File: config.mk
export PLATFORM = sky130hd
export DESIGN_NAME = mem_port_router
export DESIGN_NICKNAME = d
export VERILOG_FILES = /design/src/rtl/mem_port_router.sv
export SDC_FILE = /design/constraint.sdc
export NUM_CORES = 1
export LEC_CHECK = 0
export ABC_AREA = 1
export CAP_MARGIN = 5
export CORE_MARGIN = 2
export CORE_UTILIZATION = 46
export DETAILED_ROUTE_END_ITERATION = 12
export PLACE_DENSITY = 0.89
export SYNTH_ARGS = -nofsm -noshare
export SYNTH_HDL_FRONTEND = slang
export SYNTH_SLANG_ARGS = --single-unit
File: constraint.sdc
create_clock -name clk -period 6.8 [get_ports clk]
set_input_delay 1.02 -clock clk [delete_from_list [all_inputs] [get_ports clk]]
set_output_delay 1.02 -clock clk [all_outputs]
set_load 0.01 [all_outputs]
File: src/rtl/mem_port_router.sv
// mem_port_router: round-robin arbiter of NUM_CH requestors onto one memory port,
// with per-channel address counters and an in-order tag FIFO for read responses.
`ifndef MEM_ADDR_SIZE
`define MEM_ADDR_SIZE 16
`endif
`ifndef MEM_BANDWIDTH
`define MEM_BANDWIDTH 4
`endif

module mem_port_router #(
    parameter int                NUM_CH  = 3,
    parameter int                ADDR_W  = `MEM_ADDR_SIZE,
    parameter int                DATA_W  = `MEM_BANDWIDTH*8,
    parameter int                MAX_OUT = 16,
    parameter logic [NUM_CH-1:0] WR_MASK = 3'b100
) (
    input  logic                           clk,
    input  logic                           rst_n,
    input  logic                           start,
    input  logic [NUM_CH-1:0][ADDR_W-1:0]  ch_start_addr,
    input  logic [NUM_CH-1:0]              ch_req,
    input  logic [NUM_CH-1:0][DATA_W-1:0]  ch_wdata,
    output logic [NUM_CH-1:0]              ch_ack,
    output logic [NUM_CH-1:0]              ch_rvalid,
    output logic [DATA_W-1:0]              ch_rdata,
    output logic [ADDR_W-1:0]              mem_addr,
    output logic [DATA_W-1:0]              mem_write_data,
    output logic                           mem_read_valid,
    output logic                           mem_write_valid,
    input  logic [DATA_W-1:0]              mem_data,
    input  logic                           mem_valid,
    output logic [$clog2(MAX_OUT):0]       outstanding,
    output logic                           armed,
    output logic                           err_rsp
);

    localparam int PW = (NUM_CH > 1) ? $clog2(NUM_CH) : 1;
    localparam int AW = $clog2(MAX_OUT);

    logic                          armed_q;
    logic [PW-1:0]                 ptr_q;
    logic [PW-1:0]                 ptr_d;
    logic [NUM_CH-1:0][ADDR_W-1:0] addr_q;
    logic [MAX_OUT-1:0][PW-1:0]    tag_q;
    logic [AW-1:0]                 wr_q;
    logic [AW-1:0]                 rd_q;
    logic [AW:0]                   cnt_q;
    logic                          err_q;

    logic [NUM_CH-1:0] elig;
    logic              gnt_vld;
    logic [PW-1:0]     gnt_idx;
    logic              gnt_wr;
    logic [PW:0]       j;
    logic              push;
    logic              pop;
    logic              stray;

    // Read eligibility uses the registered count, so a same-cycle pop never frees a slot.
    always_comb begin
        elig = '0;
        for (int k = 0; k < NUM_CH; k++) begin
            elig[k] = armed_q && !start && ch_req[k]
                      && (WR_MASK[k] || (cnt_q < (AW+1)'(MAX_OUT)));
        end
    end

    always_comb begin
        gnt_vld = 1'b0;
        gnt_idx = '0;
        j       = '0;
        for (int i = 0; i < NUM_CH; i++) begin
            j = {1'b0, ptr_q} + (PW+1)'(i);
            if (j >= (PW+1)'(NUM_CH)) begin
                j = j - (PW+1)'(NUM_CH);
            end
            if (!gnt_vld && elig[j[PW-1:0]]) begin
                gnt_vld = 1'b1;
                gnt_idx = j[PW-1:0];
            end
        end
    end

    assign gnt_wr = WR_MASK[gnt_idx];
    assign ptr_d  = (gnt_idx == PW'(NUM_CH-1)) ? '0 : gnt_idx + PW'(1);

    always_comb begin
        ch_ack          = '0;
        mem_addr        = '0;
        mem_write_data  = '0;
        mem_read_valid  = 1'b0;
        mem_write_valid = 1'b0;
        if (gnt_vld) begin
            ch_ack[gnt_idx] = 1'b1;
            mem_addr        = addr_q[gnt_idx];
            mem_write_valid = gnt_wr;
            mem_read_valid  = !gnt_wr;
            if (gnt_wr) begin
                mem_write_data = ch_wdata[gnt_idx];
            end
        end
    end

    assign push  = mem_read_valid;
    assign pop   = armed_q && mem_valid && (cnt_q != '0);
    assign stray = armed_q && mem_valid && (cnt_q == '0);

    always_comb begin
        ch_rvalid = '0;
        if (pop) begin
            ch_rvalid[tag_q[rd_q]] = 1'b1;
        end
    end

    assign ch_rdata    = armed_q ? mem_data : '0;
    assign outstanding = cnt_q;
    assign armed       = armed_q;
    assign err_rsp     = err_q;

    always_ff @(posedge clk or negedge rst_n) begin
        if (!rst_n) begin
            armed_q <= 1'b0;
            ptr_q   <= '0;
            addr_q  <= '0;
            tag_q   <= '0;
            wr_q    <= '0;
            rd_q    <= '0;
            cnt_q   <= '0;
            err_q   <= 1'b0;
        end else if (start) begin
            armed_q <= 1'b1;
            ptr_q   <= '0;
            addr_q  <= ch_start_addr;
            wr_q    <= '0;
            rd_q    <= '0;
            cnt_q   <= '0;
            err_q   <= 1'b0;
        end else begin
            if (gnt_vld) begin
                addr_q[gnt_idx] <= addr_q[gnt_idx] + ADDR_W'(1);
                ptr_q           <= ptr_d;
            end
            if (push) begin
                tag_q[wr_q] <= gnt_idx;
                wr_q        <= wr_q + AW'(1);
            end
            if (pop) begin
                rd_q <= rd_q + AW'(1);
            end
            if (push && !pop) begin
                cnt_q <= cnt_q + (AW+1)'(1);
            end else if (pop && !push) begin
                cnt_q <= cnt_q - (AW+1)'(1);
            end
            if (stray) begin
                err_q <= 1'b1;
            end
        end
    end

endmodule

# ---- Word level (Yosys, flattened, before mapping)
# Cells that the tools add are included.
dict set report totals {
  in_bits 183
  output_inout_bits 95
  regBits 97
}
dict set report op_classes {
  addsub 11
  magnitude_cmp 14
  n_reduce_logical 30
  bitwise_logic 1
  n_eq_ne 1
  mux 55
}
# operator n
set ops {}
lappend ops {{$mux 32} 4}
lappend ops {{$mux 48} 2}
lappend ops {{$bmux 32 s2} 1}
lappend ops {{$bwmux 48} 1}
lappend ops {{$mux 16} 3}
lappend ops {{$bmux 16 s2} 1}
lappend ops {{$bwmux 32} 1}
lappend ops {{$demux 16 s2} 1}
lappend ops {{$mux 2} 11}
lappend ops {{$add 16x1->16 const B} 1}
lappend ops {{$logic_and 1x1->1} 16}
lappend ops {{$mux 4} 4}
lappend ops {{$lt 2x3->1 const B} 5}
lappend ops {{$mux 5} 3}
lappend ops {{$mux 1} 13}
lappend ops {{$lt 4x5->1 const B} 2}
lappend ops {{$add 4x1->4 const B} 2}
lappend ops {{$bmux 1 s2} 4}
lappend ops {{$bmux 2 s4} 1}
lappend ops {{$demux 2 s4} 1}
lappend ops {{$reduce_bool 2->1} 4}
lappend ops {{$ge 3x2->1 const B} 2}
lappend ops {{$logic_not 1->1} 6}
lappend ops {{$mux 3} 2}
lappend ops {{other kinds (17)} 21}

# ---- Depth between registers and ports, before layout
# Gate-level depths: netlist (run 1).
dict set report depth {
  depth_word 22
  ltp_mapped 24
  mapped_depth_nobuf 22
}

# ---- Worst setup path before layout (run 1)
# OpenSTA, ideal clock, no wires.
dict set report synth_timing {
  path_kind {input -> output}
  from {in start}
  to {out mem_write_data[1]}
  slack_ns 2.994
  required_time_ns 5.780
  arrival_time_ns 2.786
  stages 13
  cell_sequence {buf_6 > nor2_8 > nand3_1 > nand3_2 > nand2_4 > nand3_1 > nand2_1 > nor2_2 > buf_2 > clkbuf_1 > clkbuf_1 > nand2_1 > nor2_1}
}
dict set report synth_between {
  elab_chain_cells 17
  word_cells_on_any_way 29
  classes_between {mux (18); reduce/logical (11)}
}
# item line_no
set synth_lines {}
lappend synth_lines {{start: declaration} 19} ;# input logic start,
lappend synth_lines {{$logic_not 1->1 *} 63} ;# elig[k] = armed_q && !start && ch_req[k]
lappend synth_lines {{$logic_and 1x1->1 *} 63}
lappend synth_lines {{$logic_and 1x1->1} 63}
lappend synth_lines {{$logic_and 1x1->1} 64} ;# && (WR_MASK[k] || (cnt_q < (AW+1)'(MAX_OUT)));
lappend synth_lines {{$bmux 1 s2} 77} ;# if (!gnt_vld && elig[j[PW-1:0]]) begin
lappend synth_lines {{$mux 1 (implied by the code)} 77}
lappend synth_lines {{$mux 1} 77}
lappend synth_lines {{$logic_not 1->1} 77}
lappend synth_lines {{$logic_and 1x1->1} 77}
lappend synth_lines {{$mux 1} 77}
lappend synth_lines {{$logic_not 1->1} 77}
lappend synth_lines {{$logic_and 1x1->1} 77}
lappend synth_lines {{$mux 2} 77}
lappend synth_lines {{$bmux 32 s2 or $bmux 1 s2 (tied branches)} {99, 84}}
lappend synth_lines {{$mux 32 (implied by the code) or $mux 1 (tied branches)} {99, 84}}
lappend synth_lines {{$mux 32} 98} ;# if (gnt_wr) begin
lappend synth_lines {{$mux 32 *} 93} ;# if (gnt_vld) begin
lappend synth_lines {{end: declaration} 27} ;# output logic [DATA_W-1:0] mem_write_data,
# Every way passes the cells marked *; elsewhere a longest branch is shown, timed or not. The select of a mux whose other input is x is not followed.

# ---- Worst setup path in the final report (run 1)
dict set report layout_timing {
  from {in ch_req[1]}
  to {out mem_addr[0]}
}
dict set report layout_between {
  elab_chain_cells 14
  word_cells_on_any_way 21
  classes_between {mux (15); reduce/logical (6)}
}
# item line_no
set layout_lines {}
lappend layout_lines {{start: declaration} 21} ;# input logic [NUM_CH-1:0] ch_req,
lappend layout_lines {{$logic_and 1x1->1 *} 63}
lappend layout_lines {{$logic_and 1x1->1 *} 64}
lappend layout_lines {{$bmux 1 s2} 77}
lappend layout_lines {{$mux 1 (implied by the code)} 77}
lappend layout_lines {{$mux 1} 77}
lappend layout_lines {{$logic_not 1->1} 77}
lappend layout_lines {{$logic_and 1x1->1} 77}
lappend layout_lines {{$mux 1} 77}
lappend layout_lines {{$logic_not 1->1} 77}
lappend layout_lines {{$logic_and 1x1->1} 77}
lappend layout_lines {{$mux 2} 77}
lappend layout_lines {{$bmux 16 s2} 95} ;# mem_addr = addr_q[gnt_idx];
lappend layout_lines {{$mux 16 (implied by the code)} 95}
lappend layout_lines {{$mux 16 *} 93}
lappend layout_lines {{end: declaration} 26} ;# output logic [ADDR_W-1:0] mem_addr,
# Marks and branches as above.

==> run metrics, run 1 <==
outcome=finished clean; Setup crit end kind=primary output; IO buf count=between 200 and 250; Syn Nets=around 1100; clk sinks=between 90 and 100; hold crit path type=register to register; Site Rows=42; part of the power in registers=between 10% and 20%; # Post-CTS Setup Buffers=0; die outline area=approximately 15000 um^2; WS Path Type=primary input to primary output; DR vias/cell=approximately 5.4; CP most frequent cell=nand2_1; CP bufs+invs=4; combinational group share of total power=between 70% and 80%; Post-CTS Hold Fix Bufs=0; Mapped Area=around 6300 um^2; post-route worst setup slack=approximately 1.6 ns; number of remaining DRC errors=0; GRT Total Usage=a little over a quarter; min Tclk post-route=5.16 ns; crit-path leading delay family=simple AND/OR/NAND/NOR gates; switching part of the total=a little over half; Mapped Cells=892; Leak=4.27 nW; largest fanout on the critical path=22; CP required=a little under 6 ns; Initial Util=between 40% and 50%; io pins=between 200 and 300; placed cell count=approximately 1300; Max Slew Vio Count=0; root buffer cell=clkbuf_16; final hold violation count=0; cts repair resizes=0; Startpoint Class=primary input; Slew @ Worst Pin=just over 1 ns; worst path cell trace=clkdlybuf4s50_1 -> inv_1 -> nor2_1 -> nand3_1 -> nand3_2 -> nand2_4 -> nand3_1 -> nand2_1 -> nor2_4 -> nand2_1 -> inv_2 -> nand2_1 -> a31oi_1 -> clkdlybuf4s50_1; die height=roughly 120 um; total power draw=between 5 and 6 mW; RD Place Congestion=around 0.88; Worst slew margin=between 30 and 40%; DR WL met3=1930 um; Multi-input gate area=between 3000 and 4000 um^2; Pre-Repair DR Iteration Count=6; CTS max path bufs=2; crit path DAT=between 4 and 5 ns; register area=roughly 2400 um^2; slowest cell delay on critical path=between 0.6 and 0.7 ns; total gr overflow=0; part of the cycle the worst path needs=between 70 and 80%; cell-internal power=2.68 mW; Finish-stage setup viols=0; met2 WL=around 9200 um; clock network power share=8.7%; Max Cap Violations=0; cell area power density=between 600 and 700 nW/um^2; CTS tree=done; switching power=~3.0 mW; unique cell type count in the Yosys netlist=37; Worst Skew=around 0.0073 ns; Max Fclk=0.194 GHz; routed wire length=around 19000 um; fillers=1087; vias in the first global route=roughly 6500; synthesis-stage register bit count=97; H-tree depth=3; RSZ-0062 raised after global routing=no; non-filler instance count after layout=around 1300; global-route wire length before repair=roughly 30000 um; Peak VDD IR=between 0.3 and 0.4 mV; Vias=6825; DRT iter0 DRCs=543; largest net degree at the start of global routing=80; Mean Syn Cell Area=roughly 7.1 um^2; clock transition at the registers of the reported paths=~0.070 ns; Yosys warning total=0; wire per inst=about 15 um; area of the core=approximately 13000 um^2; met1 WL=7630 um; Antenna Nets Post-Route=0; DP Wirelength=about 14000 um; fin util=around 66%; share of cells above drive strength 1=7.97%; nets=approximately 1300; setup total negative slack=0 ns; Chip Width=121 um; dpl ws=roughly 1.7 ns; initial antenna violation count=0; Layout area overhead=39.7%; Highest Signal Layer=met4; total CTS buffers=9; worst skew pair latency=~0.35 ns; CP max stage cell=clkdlybuf4s50_1; n_diodes=0; post-synthesis sequential area ratio=between 30% and 40%
layer usage:
layer,vias to the layer above,track usage [%]
li1,3261,-
met1,3135,31.8
met2,389,45.2
met3,40,5.26
met4,0,10.1
met5,-,0
power by group through the flow:
stage / clock [mW] / combinational (mW) / sequential, mW
after CTS: 0.493 / 4.13 / 0.983
after detailed placement: 0 / 4.09 / 0.990
after global placement: 0 / 4.00 / 0.977
after floorplan: 0 / 2.70 / 0.955
final: 0.494 / 4.17 / 0.987
after global routing: 0.519 / 4.55 / 1.02
worst reg2reg max path, stage by stage (launching register included):
cell,delay [ns]
dfrtp_1,0.35
inv_1,0.07
ha_1,0.37
inv_1,0.26
nand2_1,0.12
nand3_1,0.08
nand2_1,0.12
nand3_1,0.10
nand2_1,0.08
nor2_4,0.59
nand2_1,0.27
inv_2,0.15
nand2_1,0.09
nand3_2,0.16
ha_1,0.21
inv_1,0.06
nor2_1,0.16
nand2_1,0.18
nor2_4,0.21
nand2_1,0.11
nand3_1,0.10
nand3_1,0.09
per-stage QoR:
step	area, um^2	hold slack (ns)
2_1_floorplan	6330	0.449
3_3_place_gp	8550	0.463
3_5_place_dp	8550	0.467
4_1_cts	8840	0.484
5_1_grt	8840	0.524
6_report	8840	0.484
kinds of logic (layout without fill, tap and decap cells):
kind of cell,after synthesis,in the layout,share of synthesized area (%)
flops,97,97,38.4
fa+ha+maj,13,13,2.69
xor+xnor,4,4,0.554
simple gates,495,495,36.1
compound gates,126,126,11.9
buf+inv,157,356,10.4
cells in the mapped netlist, drive strengths merged:
| master | n | area, um^2 |
|---|---|---|
| nand2 | 238 | 946 |
| nor2 | 130 | 581 |
| inv | 115 | 432 |
| nand3 | 105 | 611 |
| dfrtp | 97 | 2430 |
| o21ai | 45 | 229 |
| a22oi | 36 | 270 |
| a21oi | 32 | 160 |
| clkbuf | 22 | 82.6 |
| buf | 18 | 135 |
| ha | 12 | 150 |
| nand3b | 10 | 78.8 |
| nand4 | 6 | 37.5 |
| o211ai | 6 | 45.0 |
| nor3 | 5 | 25.0 |
| o22ai | 3 | 18.8 |
| xnor2 | 3 | 26.3 |
| clkinv | 2 | 7.51 |
| a211oi | 1 | 7.51 |
| a22o | 1 | 8.76 |
| a31oi | 1 | 6.26 |
| fa | 1 | 20.0 |
| o21a | 1 | 7.51 |
| or2 | 1 | 6.26 |
| xor2 | 1 | 8.76 |
worst paths after layout:
check / from / endpoint / slack (ns) / cells past startpoint
hold reg to reg: addr_q[17] / addr_q[17] / 0.48 / 2
setup / recovery: ch_req[1] / mem_addr[0] / 1.64 / 14
hold / removal: addr_q[17] / addr_q[17] / 0.48 / 2
setup reg to reg: ptr_q[0] / addr_q[24] / 2.74 / 21
max in group asynchronous: rst_n / addr_q[8] / 5.00 / 2
min in group asynchronous: rst_n / tag_q[11] / 0.53 / 1
flip-flops by register name, indices dropped and copies added (netlist names):
name and count:
addr_q 48, armed 1, err_rsp 1, outstanding 5
ptr_q 2, rd_q 4, tag_q 32, wr_q 4
final cells by class:
| cell class | instances | area share (%) |
|---|---|---|
| clock buffer | 13 | 3.06 |
| clock inverter | 2 | 0.142 |
| inverter | 117 | 4.97 |
| multi-input combinational | 638 | 36.8 |
| sequential | 97 | 27.5 |
| tap | 176 | 2.49 |
| timing repair buffer | 224 | 25.1 |
cells in the final DEF (no fill, tap or decap), types with 4 or more instances in the layout:
| master | synthesis | final |
|---|---|---|
| nor2_2 | 9 | 8 |
| nand2_2 | 12 | 12 |
| ha_1 | 12 | 12 |
| dfrtp_1 | 97 | 97 |
| nand4_1 | 6 | 6 |
| o21ai_1 | 4 | 4 |
| nor2_1 | 114 | 114 |
| nand2_1 | 223 | 223 |
| nand3_1 | 88 | 88 |
| nor2_4 | 5 | 6 |
| a22oi_1 | 36 | 36 |
| inv_2 | 9 | 9 |
| clkdlybuf4s50_1 | 0 | 211 |
| nand3b_1 | 9 | 9 |
| a21oi_1 | 32 | 32 |
| clkbuf_16 | 0 | 9 |
| o21ai_0 | 40 | 40 |
| nor3_1 | 5 | 5 |
| nand3_2 | 17 | 17 |
| o211ai_1 | 6 | 6 |
| inv_1 | 106 | 106 |
| buf_4 | 3 | 11 |
No activity file was read; power rests on OpenSTA's default activity.
==> run 2, diff against run 1 <==
--- a/config.mk
+++ b/config.mk
@@ -8,9 +8,9 @@
 export ABC_AREA = 1
 export CAP_MARGIN = 5
 export CORE_MARGIN = 2
-export CORE_UTILIZATION = 46
+export CORE_UTILIZATION = 43
 export DETAILED_ROUTE_END_ITERATION = 12
-export PLACE_DENSITY = 0.89
+export PLACE_DENSITY = 0.84
 export SYNTH_ARGS = -nofsm -noshare
 export SYNTH_HDL_FRONTEND = slang
 export SYNTH_SLANG_ARGS = --single-unit
==> constraint.sdc (replaced) <==
create_clock -name clk -period 5.14 [get_ports clk]
set_input_delay 0.771 -clock clk [delete_from_list [all_inputs] [get_ports clk]]
set_output_delay 0.771 -clock clk [all_outputs]
set_load 0.01 [all_outputs]
==> run 2 against run 1 <==
  * Power rose by 33%
  * Highest routed layer unchanged
  * Die area is 6.7% higher
  * Final cell count grew 1.0%
  * Wire length decreased by 1.1%
  * Sequential power up 33%
==> run metrics, run 2 (synthesis results as in run 1) <==
outcome=finished clean; Initial Util=between 40% and 50%; max FFs per register=48; part of the cycle the worst path needs=between 80% and 90%; Layout area overhead=40.7%; clk sinks=97; Startpoint Class=primary input; Post-CTS Hold Fix Bufs=0; hold crit path type=primary input to async pin; Peak VDD IR=roughly 0.63 mV; Chip Width=125 um; cts repair resizes=0; H-tree depth=3; io pins=between 200 and 300; share of cells above drive strength 1=8.39%; DR vias/cell=5.23; Max Fclk=around 0.22 GHz; Worst Skew=0.00687 ns; die height=125 um; cell area power density=845 nW/um^2; WS Path Type=primary input to primary output; clock transition at the registers of the reported paths=0.07 ns; IO buf count=around 210; Critical R2R Capture=addr_q[24]; Vias=roughly 6700; DRT iter0 DRCs=roughly 450; Critical Path Source=ch_req[0]; Antenna Nets Post-Route=0; final hold violation count=0; initial antenna violation count=0; Leak=between 4 and 5 nW; Max Cap Violations=0; total gr overflow=0; CTS tree=done; GRT Total Usage=23.8%; die outline area=roughly 16000 um^2; min Tclk post-route=4.59 ns; total CTS buffers=9; DP Wirelength=~14000 um; Site Rows=44; Setup crit end kind=primary output; root buffer cell=clkbuf_16; register-to-register setup slack=1.30 ns; path depth of the worst reg2reg path=17; n_diodes=0; worst skew pair latency=between 0.3 and 0.4 ns; largest net degree at the start of global routing=58; largest register by flop count=addr_q; total power draw=7.52 mW; Slew @ Worst Pin=approximately 0.93 ns; wire per inst=14.8 um; # Post-CTS Setup Buffers=0; crit path DAT=roughly 3.8 ns; global-route wire length before repair=just over 30000 um; fin util=about 60%; most common cell after layout, fill and taps aside=nand2_1; largest fanout on the critical path=35; worst flop-to-flop path startpoint=ptr_q[0]; area of the core=14500 um^2; nets=~1300; Max Slew Vio Count=0; Setup crit end=mem_addr[0]; number of remaining DRC errors=0; vias in the first global route=~6400; Pre-Repair DR Iteration Count=5; CP required=about 4.4 ns; Worst slew margin=a little under two fifths; setup total negative slack=0 ns; RD Place Congestion=~0.86; CTS max path bufs=2; routed wire length=~19000 um; Finish-stage setup viols=0; most frequent cells in the layout=nand2_1 (223), clkdlybuf4s50_1 (211), nor2_1 (114); RSZ-0062 raised after global routing=no
run 2: report_power, final:
group | leakage [nW] | internal [mW] | switching, mW | total [mW]
clock network | 0.159 | 0.439 | 0.293 | 0.732
registers | 1.14 | 1.11 | 0.195 | 1.31
logic | 3.00 | 2.09 | 3.40 | 5.48
total | 4.30 | 3.64 | 3.88 | 7.52
run 2: worst min path at each step:
stage,endpoint,slack (ns),cells past startpoint
finish,rd_q[0],0.39,1
global route,rd_q[1],0.43,1
CTS,rd_q[0],0.41,1
detailed placement,addr_q[33],0.47,2
global placement,addr_q[17],0.46,2
floorplan,addr_q[17],0.45,2
run 2: metrics by stage:
step / cells / hold WS [ns] / instance area [um^2] / worst slack [ns]
after floorplan: 892 / 0.449 / 6330 / 1.83
after global placement: 1264 / 0.463 / 8580 / 0.689
after detailed placement: 1264 / 0.471 / 8580 / 0.629
after CTS: 1280 / 0.410 / 8900 / 0.620
after global routing: 1280 / 0.429 / 8900 / 0.377
final: 1280 / 0.387 / 8900 / 0.553
run 2: layout make-up:
class / count / area [um^2]
clock buffer: 11 / 243
clock inverter: 5 / 78.8
fill: 1266 / 5580
inverter: 117 / 439
multi-input combinational: 638 / 3250
sequential: 97 / 2430
tap: 184 / 230
timing repair buffer: 228 / 2240
run 2: worst max-delay path, stage by stage:
cell	delay, ns
clkdlybuf4s50_1	0.46
inv_1	0.07
nor2_1	0.19
nand2_2	0.09
nand2_1	0.08
nand3_1	0.09
nand2_2	0.11
nand4_1	0.39
nand2_4	0.55
nand2_1	0.16
a31oi_1	0.24
clkdlybuf4s50_1	0.59
run 2: metal layers:
metal  global-route usage [%]  up-vias  routed length (um)
met5                        0        -                   0
met4                     9.67        0                 480
met3                     3.34       35                1420
met2                     41.8      315                9260
met1                     29.4     3086                7840
li1                         -     3262                   -
